**config.mk**
```make
export PLATFORM = sky130hd
export DESIGN_NAME = dma_copy_engine_flat
export DESIGN_NICKNAME = d
export VERILOG_FILES = /design/src/rtl/dma_pkg.sv /design/src/rtl/dma_copy_engine_if.sv /design/src/rtl/dma_range_check.sv /design/src/rtl/dma_copy_engine.sv /design/src/flat_wrapper.sv
export SDC_FILE = /design/constraint.sdc
export NUM_CORES = 1
export LEC_CHECK = 0
export BUFFER_PORTS_ARGS = -buffer_cell sky130_fd_sc_hd__buf_2
export CAP_MARGIN = 20
export CORE_MARGIN = 3
export CORE_UTILIZATION = 35
export DETAILED_ROUTE_END_ITERATION = 6
export PLACE_DENSITY = 0.51
export SLEW_MARGIN = 20
export SYNTH_ARGS = -nofsm -noshare
export SYNTH_HDL_FRONTEND = slang
export SYNTH_HIERARCHICAL = 1
export SYNTH_SLANG_ARGS = --single-unit
```
**constraint.sdc**
```tcl
create_clock -name clk -period 2.61 [get_ports clk]
set_input_delay 0 -clock clk [delete_from_list [all_inputs] [get_ports clk]]
set_output_delay 0 -clock clk [all_outputs]
set_load 0.1 [all_outputs]
```
**src/rtl/dma_pkg.sv**
```systemverilog
// Shared types and constants for the DMA copy engine.
// The FSM state encoding and the access step sizes are defined here.
package dma_pkg;

  typedef enum logic [1:0] {IDLE, RD, WR, DONE} dma_state_t;

  localparam int unsigned WORD_STEP = 4;
  localparam int unsigned BYTE_STEP = 1;

  // A word pair is only legal when both pointers are word aligned and a full word remains.
  function automatic logic use_word_step(input logic [1:0] src_lo,
                                         input logic [1:0] dst_lo,
                                         input logic       rem_ge_word);
    return (src_lo == 2'b00) && (dst_lo == 2'b00) && rem_ge_word;
  endfunction

endpackage

```
**src/rtl/dma_copy_engine_if.sv**
```systemverilog
// Data-memory port driven by the copy engine (master) and served by the memory (slave).
// Read data is combinational from addr_o/byte_op_o; writes commit on the falling clock edge.
interface dma_copy_engine_if #(
  parameter int DATA_WIDTH = 32
);
  logic                  we_o;
  logic                  byte_op_o;
  logic [DATA_WIDTH-1:0] addr_o;
  logic [DATA_WIDTH-1:0] wd_o;
  logic [DATA_WIDTH-1:0] rd_i;

  modport master (output we_o, byte_op_o, addr_o, wd_o, input rd_i);
  modport slave  (input we_o, byte_op_o, addr_o, wd_o, output rd_i);
endinterface

```
**src/rtl/dma_range_check.sv**
```systemverilog
// Validates a copy request: both byte ranges inside the legal window and no forward overlap.
// Sums are one bit wider than the address so that a wrapping range is rejected.
module dma_range_check #(
  parameter int                    DATA_WIDTH    = 32,
  parameter int                    LEN_WIDTH     = 16,
  parameter logic [DATA_WIDTH-1:0] START_ADDRESS = 'h10000,
  parameter logic [DATA_WIDTH-1:0] END_ADDRESS   = 'h1FFFF
) (
  input  logic [DATA_WIDTH-1:0] src,
  input  logic [DATA_WIDTH-1:0] dst,
  input  logic [LEN_WIDTH-1:0]  len,
  output logic                  ok
);
  localparam int W = DATA_WIDTH + 1;

  logic [W-1:0] src_w, dst_w, len_w;
  logic [W-1:0] src_lim, src_end, dst_end;
  logic [W-1:0] lo, hi;
  logic         in_window, overlap;

  assign lo      = W'(START_ADDRESS);
  assign hi      = W'(END_ADDRESS);
  assign src_w   = {1'b0, src};
  assign dst_w   = {1'b0, dst};
  assign len_w   = W'(len);
  assign src_lim = src_w + len_w;
  assign src_end = src_lim - W'(1);
  assign dst_end = dst_w + len_w - W'(1);

  assign in_window = (src_w   >= lo) && (src_w   <= hi) &&
                     (src_end >= lo) && (src_end <= hi) &&
                     (dst_w   >= lo) && (dst_w   <= hi) &&
                     (dst_end >= lo) && (dst_end <= hi);

  // A destination starting inside the source would overwrite bytes before they are read.
  assign overlap = (src_w < dst_w) && (dst_w < src_lim);

  assign ok = in_window && !overlap;
endmodule

```
**src/rtl/dma_copy_engine.sv**
```systemverilog
// Second bus master on the data-memory port: copies len bytes from src to dst as
// read/write pairs, using word pairs when both pointers are aligned and byte pairs otherwise.
module dma_copy_engine
  import dma_pkg::*;
#(
  parameter int                    DATA_WIDTH    = 32,
  parameter int                    BYTE_WIDTH    = 8,
  parameter logic [DATA_WIDTH-1:0] START_ADDRESS = 'h10000,
  parameter logic [DATA_WIDTH-1:0] END_ADDRESS   = 'h1FFFF,
  parameter int                    LEN_WIDTH     = 16
) (
  input  logic                  clk,
  input  logic                  rst_n,
  input  logic                  start_i,
  input  logic [DATA_WIDTH-1:0] src_i,
  input  logic [DATA_WIDTH-1:0] dst_i,
  input  logic [LEN_WIDTH-1:0]  len_i,
  output logic                  busy_o,
  output logic                  done_o,
  output logic                  err_o,
  dma_copy_engine_if.master     mem
);

  dma_state_t            state_q, next_state;
  logic [DATA_WIDTH-1:0] src_q, dst_q, data_q;
  logic [LEN_WIDTH-1:0]  rem_q;
  logic                  byte_q;
  logic                  busy_q, done_q, err_q;
  logic                  range_ok;

  logic [DATA_WIDTH-1:0] step, src_nxt, dst_nxt;
  logic [LEN_WIDTH-1:0]  step_len, rem_nxt;

  dma_range_check #(
    .DATA_WIDTH   (DATA_WIDTH),
    .LEN_WIDTH    (LEN_WIDTH),
    .START_ADDRESS(START_ADDRESS),
    .END_ADDRESS  (END_ADDRESS)
  ) u_range_check (
    .src(src_i),
    .dst(dst_i),
    .len(len_i),
    .ok (range_ok)
  );

  // NOTE: every signal written in an always_comb gets a default first, so no path can infer a latch.
  always_comb begin
    step       = byte_q ? DATA_WIDTH'(BYTE_STEP) : DATA_WIDTH'(WORD_STEP);
    step_len   = byte_q ? LEN_WIDTH'(BYTE_STEP)  : LEN_WIDTH'(WORD_STEP);
    src_nxt    = src_q + step;
    dst_nxt    = dst_q + step;
    rem_nxt    = rem_q - step_len;
    next_state = state_q;
    unique case (state_q)
      IDLE: begin
        if (start_i) begin
          if ((len_i == '0) || !range_ok) next_state = DONE;
          else                            next_state = RD;
        end
      end
      RD:      next_state = WR;
      WR:      next_state = (rem_q == step_len) ? DONE : RD;
      DONE:    next_state = IDLE;
      default: next_state = IDLE;
    endcase
  end

  // NOTE: sequential state uses non-blocking assignments so every flop sees pre-edge values.
  always_ff @(posedge clk or negedge rst_n) begin
    if (!rst_n) begin
      // NOTE: datapath registers are reset too, so the bus never shows undefined values after reset.
      state_q <= IDLE;
      src_q   <= '0;
      dst_q   <= '0;
      rem_q   <= '0;
      data_q  <= '0;
      byte_q  <= 1'b0;
      busy_q  <= 1'b0;
      done_q  <= 1'b0;
      err_q   <= 1'b0;
    end else begin
      state_q <= next_state;
      busy_q  <= (next_state == RD) || (next_state == WR);
      done_q  <= (next_state == DONE);
      unique case (state_q)
        IDLE: begin
          if (start_i) begin
            src_q  <= src_i;
            dst_q  <= dst_i;
            rem_q  <= len_i;
            err_q  <= (len_i != '0) && !range_ok;
            byte_q <= !use_word_step(src_i[1:0], dst_i[1:0],
                                     len_i >= LEN_WIDTH'(WORD_STEP));
          end
        end
        RD: begin
          data_q <= byte_q ? DATA_WIDTH'(mem.rd_i[BYTE_WIDTH-1:0]) : mem.rd_i;
        end
        WR: begin
          src_q  <= src_nxt;
          dst_q  <= dst_nxt;
          rem_q  <= rem_nxt;
          // Step for the following pair is fixed here, on entry to RD.
          byte_q <= !use_word_step(src_nxt[1:0], dst_nxt[1:0],
                                   rem_nxt >= LEN_WIDTH'(WORD_STEP));
        end
        default: ;
      endcase
    end
  end

  // Bus outputs decode only from registers, so they settle right after posedge and hold through negedge.
  always_comb begin
    mem.we_o      = 1'b0;
    mem.byte_op_o = 1'b0;
    mem.addr_o    = '0;
    mem.wd_o      = '0;
    unique case (state_q)
      RD: begin
        mem.addr_o    = src_q;
        mem.byte_op_o = byte_q;
      end
      WR: begin
        mem.addr_o    = dst_q;
        mem.byte_op_o = byte_q;
        mem.we_o      = 1'b1;
        mem.wd_o      = data_q;
      end
      default: ;
    endcase
  end

  assign busy_o = busy_q;
  assign done_o = done_q;
  assign err_o  = err_q;

endmodule

```
**src/flat_wrapper.sv**
```systemverilog
// flat-port wrapper written by rule: the top's interface ports become plain ports
module dma_copy_engine_flat import dma_pkg::*;
#(
  parameter int                    DATA_WIDTH    = 32,
  parameter int                    BYTE_WIDTH    = 8,
  parameter logic [DATA_WIDTH-1:0] START_ADDRESS = 'h10000,
  parameter logic [DATA_WIDTH-1:0] END_ADDRESS   = 'h1FFFF,
  parameter int                    LEN_WIDTH     = 16
)
  (clk, rst_n, start_i, src_i, dst_i, len_i, busy_o, done_o, err_o, mem_we_o, mem_byte_op_o, mem_addr_o, mem_wd_o, mem_rd_i);
  dma_copy_engine_if #(.DATA_WIDTH(DATA_WIDTH)) mem_i ();
  input  logic clk;
  input  logic rst_n;
  input  logic start_i;
  input  logic [DATA_WIDTH-1:0] src_i;
  input  logic [DATA_WIDTH-1:0] dst_i;
  input  logic [LEN_WIDTH-1:0] len_i;
  output logic busy_o;
  output logic done_o;
  output logic err_o;
  output wire logic [$bits(mem_i.we_o)-1:0] mem_we_o;
  output wire logic [$bits(mem_i.byte_op_o)-1:0] mem_byte_op_o;
  output wire logic [$bits(mem_i.addr_o)-1:0] mem_addr_o;
  output wire logic [$bits(mem_i.wd_o)-1:0] mem_wd_o;
  input wire logic [$bits(mem_i.rd_i)-1:0] mem_rd_i;
  assign mem_we_o = mem_i.we_o;
  assign mem_byte_op_o = mem_i.byte_op_o;
  assign mem_addr_o = mem_i.addr_o;
  assign mem_wd_o = mem_i.wd_o;
  assign mem_i.rd_i = mem_rd_i;
  dma_copy_engine #(.DATA_WIDTH(DATA_WIDTH), .BYTE_WIDTH(BYTE_WIDTH), .START_ADDRESS(START_ADDRESS), .END_ADDRESS(END_ADDRESS), .LEN_WIDTH(LEN_WIDTH)) u_core (.clk(clk), .rst_n(rst_n), .start_i(start_i), .src_i(src_i), .dst_i(dst_i), .len_i(len_i), .busy_o(busy_o), .done_o(done_o), .err_o(err_o), .mem(mem_i));
endmodule
```
==> results of run 1 <==
-- per-stage QoR --
step / hold WS, ps / cells / setup slack (ps)
2_1_floorplan: -296 / 1677 / -1180
3_3_place_gp: 32.5 / 2605 / -1770
3_5_place_dp: 40.2 / 2605 / -1830
4_1_cts: 0.735 / 2683 / -1200
5_1_grt: 30.4 / 2693 / -1300
6_report: 23.2 / 2693 / -1160
-- synth_stat cells (39+ instances only) --
library cell	number	area (µm²)
o22ai_1	53	332
nand2_1	157	589
clkbuf_1	43	161
ha_1	140	1750
nor2b_1	47	294
a22oi_1	39	293
nor2_1	104	390
inv_1	144	541
nand3_1	61	305
o21ai_0	97	485
a21oi_1	139	696
dfrtp_1	118	2950
-- sequential cells by signal, summed over array words and instances (netlist names) --
name            flops
u_core/rem_q       16
u_core/src_q       32
u_core/err_o        1
u_core/dst_q       32
u_core/done_o       1
u_core/byte_q       1
u_core/busy_o       1
u_core/data_q      32
u_core/state_q      2
-- critical path, delay by kind of cell --
| family | cells | cell delay [ps] |
|---|---|---|
| buffers and inverters | 2 | 280 |
| XOR/XNOR | 1 | 150 |
| AO/OA/AOI/OAI | 13 | 2250 |
| AND/OR/NAND/NOR | 3 | 580 |
| adder cells (fa/ha/maj) | 3 | 800 |
-- logic make-up after synthesis --
kind of cell / after synthesis / synth area share (%)
adders and majority gates: 148 / 14.3
xor gates and xnor gates: 48 / 3.24
and+or+nand+nor: 591 / 24.1
AOI/OAI and AO/OA: 510 / 25.2
buffers and inverters: 214 / 6.65
DFF: 118 / 22.7
muxes: 48 / 3.81
-- area by class of cell --
cell class              instances  share of cell area (%)
clock buffers                  23                    2.58
clock inverters                 8                   0.376
inverters                     145                    2.84
multi-input cells            1345                    52.2
flip-flops and latches        118                    15.3
well taps                     461                    2.99
repair buffers                593                    23.7
-- layer usage --
layer	up-vias	GRT usage, %
met5	-	0
met4	0	6.35
met3	60	2.71
met2	414	43.4
met1	7161	36.0
li1	7269	-
-- final timing paths --
check                                     start           endpoint  cells past startpoint
max in group asynchronous                 rst_n    u_core/dst_q[4]                      3
worst max register to register  u_core/rem_q[6]      u_core/busy_o                      7
min in group asynchronous                 rst_n  u_core/data_q[22]                      2
worst min-delay path                  src_i[13]   u_core/src_q[13]                      4
worst max-delay path                   src_i[4]      u_core/busy_o                     22
worst min register to register  u_core/rem_q[0]    u_core/rem_q[0]                      2
-- repair_timing --
action	in CTS	in global routing
cloned	0	0
resized for setup	60	62
buffers inserted	11	10
pin swaps	44	37
endpoints found under the setup margin	4	14
hold buffers	37	0
endpoints found under the hold margin	76	0
-- power groups by stage --
stage	combinational (mW)	sequential (mW)	clock [mW]
4_1_cts	12.4	3.75	2.33
5_1_grt	13.6	3.92	2.41
2_1_floorplan	8.85	3.57	0
3_3_place_gp	12.0	3.75	0
6_report	12.6	3.80	2.29
3_5_place_dp	12.2	3.78	0
==> results.md, run 1 <==
* Slowest CP cell: or3_4
* Port-buffer cells at around 180
* GRT Util Overall at 26.0%
* Max_cap viols at 0
* Final Cycle Share at 144%
* Library cells used by synthesis at 102
* WP data required at between 2000 and 3000 ps
* WL met3 at ~2400 µm
* Unrepaired setup endpoints after global routing: true
* Failing checks: DRC, setup timing
* Depth of the CTS H-tree at 4
* Number of global-route vias before repair at 14,400
* Area of the multi-input gates at 0.0101 mm²
* Syn_nets at 1,934
* Register area share after synthesis at 22.7%
* Die Ht at roughly 200 µm
* Final Max Slew Viols at 0
* P per Cell Area at 968 mW/mm²
* Initial antenna violation count at 1
* Placed instance area at 0.0175 mm²
* Drt total wl at 52,500 µm
* Post-route antenna net violation count at 0
* Drt wl/cell at 19.5 µm
* Routability cong. at 0.935
* Clock latency at the later pin of the worst-skew pair at 420 ps
* Critical Path AT at 4060 ps
* Commonest cells after routing, fill and taps aside: buf_4 (360), nand2_1 (154), buf_2 (150)
* Setup Skew at 8.32 ps
* VDD IR-drop max at between 800 and 900 µV
* CP Launch Type: input pin
* CP peak stage delay at 390 ps
* Number of enable flip-flop cells after synthesis at 0
* Clock Tree Buf Depth at 2
* Post-Synthesis Cells at 1,677
* Nets at 2,477
* Crit path time final at around 3800 ps
* Setup_tns at -3940 ps
* Via count at 14,900
* Layout cells sized above 1 at about 36%
* FFs w/ async S/R, synth at 100%
* # clock sinks at 118
* Global-route wire length before repair at 80,800 µm
* Avg Cell Area, Syn at 7.74 µm²
* Crit Path Class: in2reg
* Overflow after GRT at 0
* HPWL Detailed at 41,900 µm
* Fillers at 3,419
* Comb pwr share at 67.4%
* Cell breakdown of the critical path: buf_2, ha_4, o211ai_1, buf_4, o21a_4, o2bb2ai_4, o21ai_4, or3_4, xor2_1, ha_1, a21o_1, a21o_1, a21oi_1, o221ai_1, a211o_1, a2111o_1, a31oi_4, nor4b_4, nand2_1, o22ai_2, a21oi_2, ha_1
* Clk pwr share at 12.2%
* Largest net degree at the start of global routing at 59
* Antenna cells at 0
* Main synth FF type: dfrtp_1
* Syn. warnings at 6
* CORE AREA at 0.0361 mm²
* Worst Path Max Fanout at 3
* Metal-1 WL at around 24,000 µm
* Flops & latches, synth at between 100 and 150
* Achievable Freq at 265 MHz
* CTS Buf Count at 17
* Die area at approximately 0.039 mm²
* Status: finished with violations
* Met2 routed WL at 24,500 µm
* Most common cell after layout, fill and taps aside: buf_4
* Switching power total at 10.2 mW
* Post-layout utilization of the core at 53.4%
* Starting Density at roughly 36%
* DR top layer: met4
* P_leak at between 8 and 9 nW
* First-pass iteration count of the detailed router at 7
* R2R setup slack at -230 ps
* Final instance area at 0.0193 mm²
* Overall Power at 18.7 mW
* Drt via density at 5.53
* DRT iter0 DRCs at 1,304
* DIE WIDTH at 199 µm
* Root Driver: clkbuf_16
* CTS tree: built
* Sequential Power Share at 20.3%
* Core Rows at 69
* Worst-Margin Slew at 1010 ps
* Sw Share at 54.9%
* # IOs at 184
* Slew HR at approximately a third
* Internal power at 8.41 mW
* Fin. Hold Viols at 0
* Remaining DRCs at 7
* Post-synthesis cell area at around 0.013 mm²
* Setup ws final at -1160 ps
* Worst min path class: in2reg
* Layout area overhead at 48.5%
* Crit end category: register
* Clock-pin transition on the worst setup and hold timing paths at 60 ps
* Setup-failing EPs final at 4
* Reg area at 0.00295 mm²
(Power assumes the default switching activity.)
==> inputs of run 2 (changes only) <==
- clock period: 2.61 -> 3.9 ns (I/O delays scaled with it)
==> results.md, run 2 (same netlist as run 1, synthesis figures left out) <==
* Crit path time final at 3850 ps
* Overall Power at 12.0 mW (was 18.7 mW)
* # clock sinks at 118 (unchanged)
* Number of global-route vias before repair at 13,900 (was 14,400)
* Final Cycle Share at 98.6%
* Largest registers: u_core/data_q: 32 flops, u_core/dst_q: 32 flops, u_core/src_q: 32 flops (unchanged)
* Layout area overhead at 36.8% (was 48.5%)
* Fin. Hold Viols at 0 (unchanged)
* P_leak at 8.08 nW (was 8.74 nW)
* Remaining DRCs at 0 (was 7)
* Setup-failing EPs final at 0 (was 4)
* P per Cell Area at 674 mW/mm² (was 968 mW/mm²)
* Post-route antenna net violation count at 0 (unchanged)
* CP peak stage delay at 390 ps (about the same)
* Routability cong. at 0.934 (was 0.935)
* Port-buffer cells at 183 (unchanged)
* Most common cell after layout, fill and taps aside: buf_4 (unchanged)
* R2R setup slack at 1040 ps (was -230 ps)
* Largest net degree at the start of global routing at 62 (was 59)
* Slew HR at 35.2% (was 32.7%)
* Layout cells sized above 1 at 28.4% (was 36.0%)
* Antenna cells at 0 (unchanged)
* Drt via density at 5.56 (was 5.53)
* HPWL Detailed at 39,800 µm (was 41,900 µm)
* DRT iter0 DRCs at 1,036 (was 1,304)
* Switching power total at 6.70 mW (was 10.2 mW)
* Slowest CP cell: or3_4 (unchanged)
* Crit end category: register (unchanged)
* First-pass iteration count of the detailed router at 6 (was 7)
* DIE WIDTH at 199 µm (unchanged)
* Initial antenna violation count at 1 (unchanged)
* Nets at 2,378 (was 2,477)
* Clk pwr share at 13.9% (was 12.2%)
* Drt total wl at 50,900 µm (was 52,500 µm)
* CP Launch Type: input pin (unchanged)
* Worst min path class: in2reg (unchanged)
* Crit-path leading delay family: compound AO/OA/AOI/OAI gates (unchanged)
* CTS Buf Count at 17 (unchanged)
* Critical Path AT at 4150 ps (was 4060 ps)
* Worst-Margin Slew at 969 ps (was 1010 ps)
* Internal power at 5.27 mW (was 8.41 mW)
* WP data required at 4200 ps (was 2910 ps)
* Max_cap viols at 0 (unchanged)
* Final Max Slew Viols at 0 (unchanged)
* Die area at 0.0394 mm² (unchanged)
* Worst Path Max Fanout at 3 (unchanged)
* CTS tree: built (unchanged)
* Setup_tns at 0 ps (was -3940 ps)
* Via count at 14,400 (was 14,900)
* Drt wl/cell at 19.6 µm (was 19.5 µm)
* GRT Util Overall at 24.9% (was 26.0%)
* Root Driver: clkbuf_16 (unchanged)
* CP bufs+invs at 2 (unchanged)
* Starting Density at 36.0% (unchanged)
* Overflow after GRT at 0 (unchanged)
* Setup Skew at 13.2 ps (was 8.32 ps)
* Global-route wire length before repair at 77,500 µm (was 80,800 µm)
* Cell breakdown of the critical path: buf_2, ha_4, o211ai_1, buf_4, o21a_4, o2bb2ai_4, o21ai_4, or3_4, xor2_1, ha_1, a21o_1, a21o_1, a21oi_1, o221ai_1, a211o_1, a2111o_1, a31oi_4, nor4b_4, nand2_1, o22ai_2, a21oi_2, ha_1 (unchanged)
* Post-layout utilization of the core at 49.2% (was 53.4%)
* # IOs at 184 (unchanged)
* Die Ht at 199 µm (unchanged)
* Comb pwr share at 64.6% (was 67.4%)
* Depth of the CTS H-tree at 4 (unchanged)
* Status: finished clean (was finished with violations)
* Crit Path Class: in2reg (unchanged)
* Unrepaired setup endpoints after global routing: true (unchanged)
* Clock Tree Buf Depth at 2 (unchanged)
* Dpl cells at 2,496 (was 2,605)
* Clock-pin transition on the worst setup and hold timing paths at 60 ps (about the same)
* CORE AREA at 0.0361 mm² (unchanged)
* VDD IR-drop max at 523 µV (was 840 µV)
* Sequential Power Share at 21.5% (was 20.3%)
* Sw Share at 56.0% (was 54.9%)
* Final std cells w/o fill at 2,595 (was 2,693)
* Commonest cells after routing, fill and taps aside: buf_4 (260), buf_2 (177), nand2_1 (155) (was buf_4 (360), nand2_1 (154), buf_2 (150))
* Achievable Freq at 260 MHz
* Core Rows at 69 (unchanged)
* Clock latency at the later pin of the worst-skew pair at 430 ps (was 420 ps)
[run 2: changes by cell type in the layout (fill, tap and decap cells not counted), moves of 8 or more]
cell,before,now
nor2b_2,34,2
ha_1,117,126
nor2_2,15,3
buf_6,14,6
buf_2,150,177
nor2_1,77,101
buf_12,27,1
buf_4,360,260
ha_4,19,9
nor2_4,13,1
nor2b_1,14,46
dlygate4sd3_1,37,49
[run 2: stage by stage]
step           hold WS [ps]  cell area [µm²]  setup slack (ps)
4_1_cts               0.634            17400              4.20
6_report               12.5            17800              54.7
2_1_floorplan          -296            13000              11.2
3_3_place_gp            151            16100              -564
5_1_grt                32.5            17800              -122
3_5_place_dp            151            16100              -624
[run 2: timing repair]
item | in CTS | in global routing
hold buffers | 49 | 0
endpoints found under the setup margin | 2 | 3
buffers inserted | 11 | 7
gates resized for setup | 24 | 62
hold endpoints to repair | 107 | 0
pin swaps | 25 | 31
[run 2: worst paths after layout]
kind                                 start                 to  cells past startpoint
max                               len_i[2]      u_core/busy_o                     22
min                               dst_i[5]    u_core/dst_q[5]                      3
max reg2reg                u_core/rem_q[7]      u_core/busy_o                      6
min reg2reg                u_core/rem_q[0]    u_core/rem_q[0]                      2
max in group asynchronous            rst_n   u_core/dst_q[31]                      3
min in group asynchronous            rst_n  u_core/data_q[19]                      2
[run 2: power by group through the flow]
stage	Combinational [mW]	Sequential, mW	Clock [mW]
after global placement	7.40	2.55	0
after CTS	7.59	2.54	1.69
after detailed placement	7.49	2.56	0
after global routing	8.34	2.66	1.74
after floorplan	5.71	2.39	0
final	7.74	2.57	1.66
[run 2: per-layer routing]
layer  global-route usage (%)  part of all wire (%)
met1                     35.0                    46
met5                        0                     0
met4                     5.34                   1.5
met2                     41.8                    46
met3                     2.30                   5.6
[run 2: area by class of cell]
type	count	area [µm²]
inverters	145	544
multi-input cells	1345	9650
flip-flops and latches	118	2950
clock buffers	18	439
repair buffers	494	3420
clock inverters	14	176
well taps	461	577
fillers	3519	18300
[run 2: worst min-delay path, stage by stage]
cell and delay (ps):
buf_2 110, buf_4 150, a221o_1 140
